**src/rtl/noc_out_port_arbiter.sv**
```systemverilog
// noc_out_port_arbiter
//   Shares one router output link among the N, E and L input FIFOs of a
//   router node. Round-robin arbitration between packets, wormhole locking
//   from head flit to tail flit, registered output stage.
//
//   Flit type lives in data[DATASIZE-1:DATASIZE-2]:
//     00 single, 01 head, 10 body, 11 tail.
//
// Ports
//   fifo_clk, rst_n            clock, async active-low reset
//   {N,E,L}_data_in            show-ahead head flit of each input FIFO
//   {N,E,L}_valid_in           FIFO non-empty
//   fifo_ready_{N,E,L}         combinational pop strobe back to each FIFO
//   data_out / valid_out       registered output flit, one-cycle valid
//   full_in                    downstream back-pressure, blocks all pops
//   grant_out                  one-hot owner {L,E,N}, 000 when not locked
//   busy                       arbiter holds a wormhole lock
//   err_out                    one-cycle pulse on a flit-type protocol error

// Per-input pop/classify slice. The upper type bit marks a flit that belongs
// inside a packet (body/tail); whether that is legal depends on lock state.
module noc_out_port_arbiter_lane (
    input  logic rst_n,
    input  logic sel,
    input  logic valid,
    input  logic full,
    input  logic locked,
    input  logic cont,
    output logic pop,
    output logic fwd,
    output logic err
);
    // Gated by rst_n so nothing is popped while the node is held in reset.
    assign pop = rst_n & sel & valid & ~full;

    // IDLE: body/tail is dropped and flagged.
    // LOCKED: everything is forwarded; single/head is flagged.
    assign fwd = pop & (locked | ~cont);
    assign err = pop & (locked ? ~cont : cont);
endmodule

module noc_out_port_arbiter #(
    parameter int DATASIZE = 40
) (
    input  logic                fifo_clk,
    input  logic                rst_n,
    input  logic [DATASIZE-1:0] N_data_in,
    input  logic                N_valid_in,
    output logic                fifo_ready_N,
    input  logic [DATASIZE-1:0] E_data_in,
    input  logic                E_valid_in,
    output logic                fifo_ready_E,
    input  logic [DATASIZE-1:0] L_data_in,
    input  logic                L_valid_in,
    output logic                fifo_ready_L,
    output logic [DATASIZE-1:0] data_out,
    output logic                valid_out,
    input  logic                full_in,
    output logic [2:0]          grant_out,
    output logic                busy,
    output logic                err_out
);
    localparam int NUM_IN = 3;

    localparam logic [1:0] T_SINGLE = 2'b00;
    localparam logic [1:0] T_HEAD   = 2'b01;
    localparam logic [1:0] T_TAIL   = 2'b11;

    typedef enum logic {
        IDLE   = 1'b0,
        LOCKED = 1'b1
    } state_t;

    // Rotate an input index by off positions modulo NUM_IN.
    function automatic logic [1:0] rr_idx(input logic [1:0] base, input logic [1:0] off);
        logic [2:0] s;
        s = {1'b0, base} + {1'b0, off};
        if (s >= 3'(NUM_IN)) s = s - 3'(NUM_IN);
        return s[1:0];
    endfunction

    function automatic logic [NUM_IN-1:0] onehot(input logic [1:0] idx);
        logic [NUM_IN-1:0] oh;
        oh      = '0;
        oh[idx] = 1'b1;
        return oh;
    endfunction

    // Inputs gathered into index order 0=N, 1=E, 2=L.
    logic [NUM_IN-1:0][DATASIZE-1:0] din;
    logic [NUM_IN-1:0]               vin;
    logic [NUM_IN-1:0]               cont;

    assign din = {L_data_in, E_data_in, N_data_in};
    assign vin = {L_valid_in, E_valid_in, N_valid_in};

    for (genvar i = 0; i < NUM_IN; i++) begin : g_cont
        assign cont[i] = din[i][DATASIZE-1];
    end

    state_t     state, state_nxt;
    logic [1:0] owner, owner_nxt;   // input holding the wormhole lock
    logic [1:0] ptr, ptr_nxt;       // highest-priority input for next IDLE pick

    logic [1:0]        win;
    logic              win_vld;
    logic [NUM_IN-1:0] sel;
    logic [NUM_IN-1:0] pop, lane_fwd, lane_err;
    logic              any_pop, fwd, err;
    logic [DATASIZE-1:0] pdata;
    logic [1:0]        ptype;

    // Round-robin pick: scan from the lowest priority upward so the last
    // valid hit is the first requester at or after ptr.
    always_comb begin
        logic [1:0] idx;
        win     = ptr;
        win_vld = 1'b0;
        for (int k = NUM_IN - 1; k >= 0; k--) begin
            idx = rr_idx(ptr, 2'(k));
            if (vin[idx]) begin
                win     = idx;
                win_vld = 1'b1;
            end
        end
    end

    noc_out_port_arbiter_lane u_lane [NUM_IN-1:0] (
        .rst_n  (rst_n),
        .sel    (sel),
        .valid  (vin),
        .full   (full_in),
        .locked (state == LOCKED),
        .cont   (cont),
        .pop    (pop),
        .fwd    (lane_fwd),
        .err    (lane_err)
    );

    assign fifo_ready_N = pop[0];
    assign fifo_ready_E = pop[1];
    assign fifo_ready_L = pop[2];

    // pop is one-hot or zero, so an AND-OR mux is enough.
    always_comb begin
        pdata = '0;
        for (int i = 0; i < NUM_IN; i++) begin
            if (pop[i]) pdata = pdata | din[i];
        end
    end

    assign ptype   = pdata[DATASIZE-1 -: 2];
    assign any_pop = |pop;
    assign fwd     = |lane_fwd;
    assign err     = |lane_err;

    // FSM: state register
    always_ff @(posedge fifo_clk or negedge rst_n) begin
        if (!rst_n) begin
            state <= IDLE;
            owner <= 2'd0;
            ptr   <= 2'd0;
        end else begin
            state <= state_nxt;
            owner <= owner_nxt;
            ptr   <= ptr_nxt;
        end
    end

    // FSM: next state
    always_comb begin
        state_nxt = state;
        owner_nxt = owner;
        ptr_nxt   = ptr;
        if (any_pop) begin
            unique case (state)
                IDLE: begin
                    if (ptype == T_HEAD) begin
                        // Pointer moves only when the packet ends.
                        state_nxt = LOCKED;
                        owner_nxt = win;
                    end else begin
                        // Single, or a dropped stray body/tail.
                        ptr_nxt = rr_idx(win, 2'd1);
                    end
                end
                LOCKED: begin
                    if (ptype == T_TAIL) begin
                        state_nxt = IDLE;
                        ptr_nxt   = rr_idx(owner, 2'd1);
                    end
                end
                default: ;
            endcase
        end
    end

    // FSM: outputs (input select)
    always_comb begin
        sel = '0;
        unique case (state)
            IDLE:    sel = win_vld ? onehot(win) : '0;
            LOCKED:  sel = onehot(owner);
            default: sel = '0;
        endcase
    end

    // Registered output stage. grant/busy follow the state being entered so
    // they line up with the state register.
    always_ff @(posedge fifo_clk or negedge rst_n) begin
        if (!rst_n) begin
            data_out  <= '0;
            valid_out <= 1'b0;
            err_out   <= 1'b0;
            grant_out <= '0;
            busy      <= 1'b0;
        end else begin
            valid_out <= fwd;
            err_out   <= err;
            if (fwd) data_out <= pdata;
            busy      <= (state_nxt == LOCKED);
            grant_out <= (state_nxt == LOCKED) ? onehot(owner_nxt) : '0;
        end
    end

    // Single-flit type is the reset-style default; kept named for readers.
    logic unused_ok;
    assign unused_ok = (T_SINGLE == 2'b00);
endmodule

```
**config.mk**
```make
export PLATFORM = sky130hd
export DESIGN_NAME = noc_out_port_arbiter
export DESIGN_NICKNAME = d
export VERILOG_FILES = /design/src/rtl/noc_out_port_arbiter.sv
export SDC_FILE = /design/constraint.sdc
export NUM_CORES = 1
export LEC_CHECK = 0
export ABC_AREA = 1
export BUFFER_PORTS_ARGS = -buffer_cell sky130_fd_sc_hd__buf_2
export CORE_UTILIZATION = 40
export DETAILED_ROUTE_END_ITERATION = 10
export PLACE_DENSITY = 0.83
export SLEW_MARGIN = 20
export SYNTH_ARGS = -nofsm -noshare
export SYNTH_HDL_FRONTEND = slang
export SYNTH_SLANG_ARGS = --single-unit
export TNS_END_PERCENT = 1
```
**constraint.sdc**
```tcl
create_clock -name fifo_clk -period 2.76 [get_ports fifo_clk]
set_input_delay 0.276 -clock fifo_clk [delete_from_list [all_inputs] [get_ports fifo_clk]]
set_output_delay 0.276 -clock fifo_clk [all_outputs]
set_load 0.01 [all_outputs]
```
# == Word level (Yosys, flattened, before mapping) ==
# Cells that the tools add are included.
# word_totals
ff_bits,50
in_bits,126
elab_cells,108
# op_classes
n_addsub,9
n_lt_le_gt_ge,14
n_eq_ne,4
n_mux,42
bitwise_logic,25
reduce_logical,7
# op_table
operator,count
two-way mux 40 bit,3
OR 40 bit,2
two-way mux 2 bit,13
"< comparator 2 x 3 -> 1 bit, second input constant",6
bitwise AND 1 bit,15
two-way mux 1 bit,15
"greater-or-equal comparator 3 x 2 -> 1 bit, second input constant",4
"subtractor 2 bit, second input constant",5
"adder 2 x 1 -> 3 bit, second input constant",3
OR reduction 3 bit,3
binary-select mux 1 bit (select 2 bit),3
demux 1 bit (select 2 bit),3
"greater-or-equal comparator 2 x 1 -> 1 bit, second input constant",3
two-way mux 3 bit,2
one-hot mux 3 bit (2 select lines),1
NOT 1 bit,5
one-hot mux 2 bit (2 select lines),1
"adder 2 x 2 -> 3 bit, second input constant",1
logical AND 1 bit,3
OR 1 bit,3
AND reduction 3 bit,1
"== test 2 x 1 -> 1 bit, second input constant",1
"== test 2 bit, second input constant",1
"greater-or-equal comparator 2 bit, second input constant",1
3 further kinds,3

# == Logic depth before layout (Yosys ltp) ==
# logic_depth
ltp_word,31
depth_mapped,23
ltp_nobuf,23

# == Cells and area by module ==
# From an unflattened synthesis, not the netlist that was laid out.
# unflattened
hier_cells,401
hier_area_um2,2984.1
# modules_own_cells
module,instances,cells_each,area_each_um2,seq_area_each_um2
noc_out_port_arbiter,1,377,2860.2,1251.2
noc_out_port_arbiter_lane,3,8,41.3,0.0

# == Least setup slack after synthesis ==
# No wires, ideal clock.
# synth_path
path_type,flip-flop to flip-flop
startpoint,register ptr[0]
endpoint,register data_out[19]
setup_ns,0.119
arrival_time_ns,2.572
t_required_ns,2.641
setup_slack_ns,0.069
path_stages_with_launch,21
period_less_slack_ns,2.691
path_cell_list,dfrtp_1 -> inv_1 -> ha_1 -> inv_2 -> nand3_1 -> nand2_2 -> nand2_1 -> o211ai_1 -> nand2_1 -> nand2_1 -> o21ai_0 -> inv_1 -> ha_1 -> nand2_2 -> nand2_2 -> nand2_2 -> or2_1 -> nand3_4 -> buf_8 -> nand4_2 -> o21a_1
# synth_between
elab_chain_len,22
# synth_lines
item,line,rtl
"start, declared",103,"logic [1:0] ptr, ptr_nxt;"
"start signal, assigned",166,ptr <= ptr_nxt;
adder 2 x 2 -> 3 bit,77,"s = {1'b0, base} + {1'b0, off};"
greater-or-equal comparator 3 x 2 -> 1 bit or subtractor 2 bit (tied branches),78,if (s >= 3'(NUM_IN)) s = s - 3'(NUM_IN);
two-way mux 2 bit,78,
binary-select mux 1 bit (select 2 bit),121,if (vin[idx]) begin
two-way mux 1 bit (not written as such),121,
two-way mux 2 bit (3 in series),121,
< comparator 2 x 3 -> 1 bit (not written as such) or greater-or-equal comparator 2 x 1 -> 1 bit (tied branches),85,oh[idx] = 1'b1;
logical AND 1 bit (not written as such),85,
[... 2 more ...],n/a,
two-way mux 3 bit *,202,IDLE: sel = win_vld ? onehot(win) : '0;
one-hot mux 3 bit (2 select lines) *,201,unique case (state)
bitwise AND 1 bit (3 in series),34,assign pop = rst_n & sel & valid & ~full;
two-way mux 40 bit,148,if (pop[i]) pdata = pdata | din[i];
OR 40 bit,148,
two-way mux 40 bit,148,
OR 40 bit,148,
two-way mux 40 bit,148,
"end signal, assigned",220,if (fwd) data_out <= pdata;
"end, declared",56,"output logic [DATASIZE-1:0] data_out,"
# Every way passes the cells marked *; elsewhere a longest branch is shown, timed or not. The select of a mux whose other input is x is not followed.
# A chain may end at the register's enable or synchronous reset.

# == Final worst setup path ==
# layout_path
startpoint,register ptr[0]
endpoint,output fifo_ready_N
# layout_between
elab_chain_len,17
# layout_lines
item,line,rtl
adder 2 x 2 -> 3 bit,77,
greater-or-equal comparator 3 x 2 -> 1 bit or subtractor 2 bit (tied branches),78,
two-way mux 2 bit,78,
binary-select mux 1 bit (select 2 bit),121,
two-way mux 1 bit (not written as such),121,
two-way mux 2 bit (3 in series),121,
< comparator 2 x 3 -> 1 bit (not written as such) or greater-or-equal comparator 2 x 1 -> 1 bit (tied branches),85,
logical AND 1 bit (not written as such),85,
two-way mux 1 bit (not written as such),85,
demux 1 bit (select 2 bit),85,
two-way mux 3 bit *,202,
one-hot mux 3 bit (2 select lines) *,201,
bitwise AND 1 bit * (3 in series),34,
"end, declared",49,"output logic fifo_ready_N,"
# Marked as above.

==> flow_summary.json <==
{
  "viasPerCell": 5.34,
  "nets": 747,
  "finalWirelength_mm": 11.6,
  "path_class": "reg2out",
  "post-route-period-util_pct": 110,
  "cts_tree": "yes",
  "netlist_instances": 391,
  "clkSinkCount": 50,
  "antenna_found_initial": 0,
  "yosys.area.top_type": "dfrtp_1",
  "setup_viol": 51,
  "hold_class": "in2async",
  "pin_count": 175,
  "clkTransAtPathRegs_ns": 0.10,
  "h-tree-depth": 2,
  "violations": "setup timing",
  "synth_area_leaders": "dfrtp_1, nand2_1, nand4_2",
  "cp_slowest_cell": "dfrtp_1",
  "yosysSeqAreaShare_pct": 36.7,
  "avgRoutedWirePerCell_um": 16.3,
  "dr.pass1.iters": 4,
  "power.leakage_nw": 2.36,
  "die_x_um": 94.3,
  "vias": 3808,
  "syn_avg_cell_area_um2": 8.72,
  "core-area_um2": 8220,
  "grt_overflow": 0,
  "ir_drop_mv": 0.554,
  "ant_nets": 0,
  "cts_buffers": 5,
  "endpoint_kind": "primary output",
  "grt_first_pass_wirelength_mm": 15.8,
  "start_util_pct": 41.5,
  "die_y_um": 94.3,
  "synth_top_area_share_pct": 36.7,
  "cts_hold_buf": 0,
  "synth_nets": 531,
  "worst_pin_slew_ns": 0.736,
  "ys_warn_count": 0,
  "relSlewSlack_pct": 50.5,
  "gp_congestion": 0.874,
  "max_stage_delay_ns": 0.41,
  "rsz0062_at_grt": "yes",
  "max_freq_ghz": 0.330,
  "path_cells": "inv_2 > ha_4 > inv_2 > nand3_2 > nand2_2 > o211ai_1 > nand2_1 > nand2_2 > o21ai_4 > inv_2 > buf_6 > ha_4 > nand2_4 > a21boi_4 > buf_6 > buf_6",
  "finalHoldViolCount": 0,
  "status": "complete, but fails checks",
  "worst_slack_ns": -0.267,
  "io_buffer_count": 174,
  "cp_data_required_time_ns": 2.48,
  "grt_pass1_vias": 3413,
  "crit_path_max_fanout": 5,
  "hold_ws_ns": 0.104,
  "min_period_ns": 3.03,
  "drv_slew": 0,
  "drive_gt1_share_pct": 56.7,
  "grt_start_max_net_pins": 51,
  "clock-skew-final_ns": 0.00693,
  "post-route-drc-count": 0,
  "max-cap-violations": 0,
  "syn_to_final_growth_pct": 54.6,
  "arrival_ns": 2.75,
  "clk_latency_ns": 0.31,
  "synth.cell_area_um2": 3410,
  "n_fill_cell": 659,
  "drtIter0Drc": 185,
  "cts_root_buf": "clkbuf_8",
  "grtUsageTotal_pct": 22.8,
  "crit_path_start_kind": "register",
  "synth_cell_types": 36,
  "diodes": 0,
  "ys_seq_elements": 50,
  "cts_buffer_depth": 2,
  "setup-tns-final_ns": -10.29,
  "fp-row-count": 33,
  "die_area_um2": 8890,
  "power_density_nw_per_um2": 1030,
  "hpwl_mm": 7.26
}
[worst max-delay path, delay by kind of cell, from the launching register on]
family | cells | cell delay (ns)
AOI/OAI and AO/OA | 3 | 0.57
adders and majority gates | 2 | 0.45
and+or+nand+nor | 5 | 0.42
buffers and inverters | 6 | 0.61
DFF | 1 | 0.41
[synthesized netlist by cell type]
| master | instances |
|---|---|
| nand2_1 | 142 |
| dfrtp_1 | 50 |
| o21a_1 | 38 |
| nand4_2 | 37 |
| inv_1 | 17 |
| nand3_1 | 16 |
| ha_1 | 14 |
| nand2_2 | 11 |
| clkbuf_1 | 7 |
| nor2_1 | 7 |
| inv_2 | 6 |
| buf_4 | 5 |
| o21ai_0 | 5 |
| nand4_1 | 4 |
| buf_12 | 3 |
| buf_2 | 3 |
| o21ai_1 | 3 |
| buf_6 | 2 |
| nand2_4 | 2 |
| nand3_4 | 2 |
| nor3_1 | 2 |
| a21boi_2 | 1 |
| a21oi_1 | 1 |
| a21oi_2 | 1 |
| buf_8 | 1 |
| mux2i_1 | 1 |
| nand3b_1 | 1 |
| nor2_4 | 1 |
| nor3_2 | 1 |
| nor4_1 | 1 |
| nor4_4 | 1 |
| o211ai_1 | 1 |
| o21bai_1 | 1 |
| o221ai_1 | 1 |
| or2_1 | 1 |
| or2_4 | 1 |
[cell type report]
| cell class | count | area (µm²) | area share (%) |
|---|---|---|---|
| clock buffers | 5 | 68.8 | 1.31 |
| multi-input cells | 298 | 2180 | 41.3 |
| repair buffers | 229 | 1480 | 28.1 |
| well taps | 105 | 131 | 2.49 |
| flip-flops and latches | 50 | 1250 | 23.8 |
| inverters | 23 | 110 | 2.09 |
| clock inverters | 3 | 48.8 | 0.926 |
[cell usage in the layout, fill, tap and decap left out, types with 2 or more instances in the layout]
cell	synthesis	routed
o21ai_1	3	3
nand2_4	2	3
buf_4	5	35
buf_6	2	13
inv_2	6	7
nand4_2	37	32
nand2_1	142	126
nand3_4	2	5
nor2_1	7	6
clkbuf_16	0	3
nand3_1	16	7
nand4_1	4	4
a21oi_2	1	2
nor3_1	2	2
o21ai_0	5	2
dfrtp_1	50	49
nand3_2	0	7
buf_2	3	171
or2_4	1	2
o21a_1	38	38
ha_1	14	8
o21ai_2	0	2
clkbuf_8	0	5
buf_12	3	7
nand2_2	11	25
inv_1	17	13
nand4_4	0	5
ha_4	0	5
[final timing paths]
check	start	endpoint	slack, ns	cells past startpoint
worst min register to register	data_out[9]$_DFFE_PN0P_	data_out[9]$_DFFE_PN0P_	0.49	1
max in group asynchronous	rst_n	ptr[1]$_DFFE_PN0P_	2.19	2
worst max-delay path	ptr[0]$_DFFE_PN0P_	fifo_ready_N	-0.27	16
worst min-delay path	rst_n	err_out$_DFF_PN0_	0.10	2
min in group fifo_clk	N_data_in[8]	data_out[8]$_DFFE_PN0P_	0.29	4
worst max register to register	ptr[0]$_DFFE_PN0P_	data_out[22]$_DFFE_PN0P_	-0.25	19
[through the flow]
stage / power (mW) / cells / utilization [%] / setup slack, ns / instance area [µm²]
2_1_floorplan: 2.98 / 391 / - / 0.0692 / 3410
4_1_cts: 4.99 / 699 / 60.5 / -0.0259 / 4970
3_3_place_gp: 3.77 / 673 / 54.4 / -0.0123 / 4470
3_5_place_dp: 3.92 / 673 / 54.4 / -0.225 / 4470
6_report: 5.41 / 713 / 64.1 / -0.267 / 5270
5_1_grt: 5.74 / 713 / 64.1 / -0.332 / 5270
[cells by family (layout without fill, tap and decap cells)]
group           count (synthesis)  in the layout  synth area share [%]
simple gates                  230            231                  39.2
compound gates                 52             52                  11.0
flops                          50             50                  36.7
buf+inv                        44            260                  7.71
fa+ha+maj                      14             14                  5.14
mux                             1              1                 0.294
[sequential cells by signal (all words and copies together) (netlist names)]
signal and cells:
ptr 2, owner 2, data_out 40, err_out 1, busy 1, grant_out 3
valid_out 1
[power breakdown]
part | switching [mW] | internal, mW | leakage (nW) | total, mW
Combinational | 1.88 | 1.68 | 1.70 | 3.56
Clock | 0.263 | 0.276 | 0.0563 | 0.539
Sequential | 0.217 | 1.10 | 0.601 | 1.32
Total | 2.36 | 3.06 | 2.36 | 5.41
[repair_timing]
action,in CTS,in global routing
pin swaps,16,26
gates resized for setup,46,39
setup endpoints to repair,50,52
gates cloned,2,5
setup buffers,16,11
[routing by layer]
metal	part of all wire, %	up-vias	global-route usage (%)
met5	0	-	0
met4	2.4	0	7.69
met3	6.8	35	3.88
met2	53	204	43.1
met1	38	1817	25.4
li1	-	1752	-
Note: power is estimated with default switching activity, not from simulation.
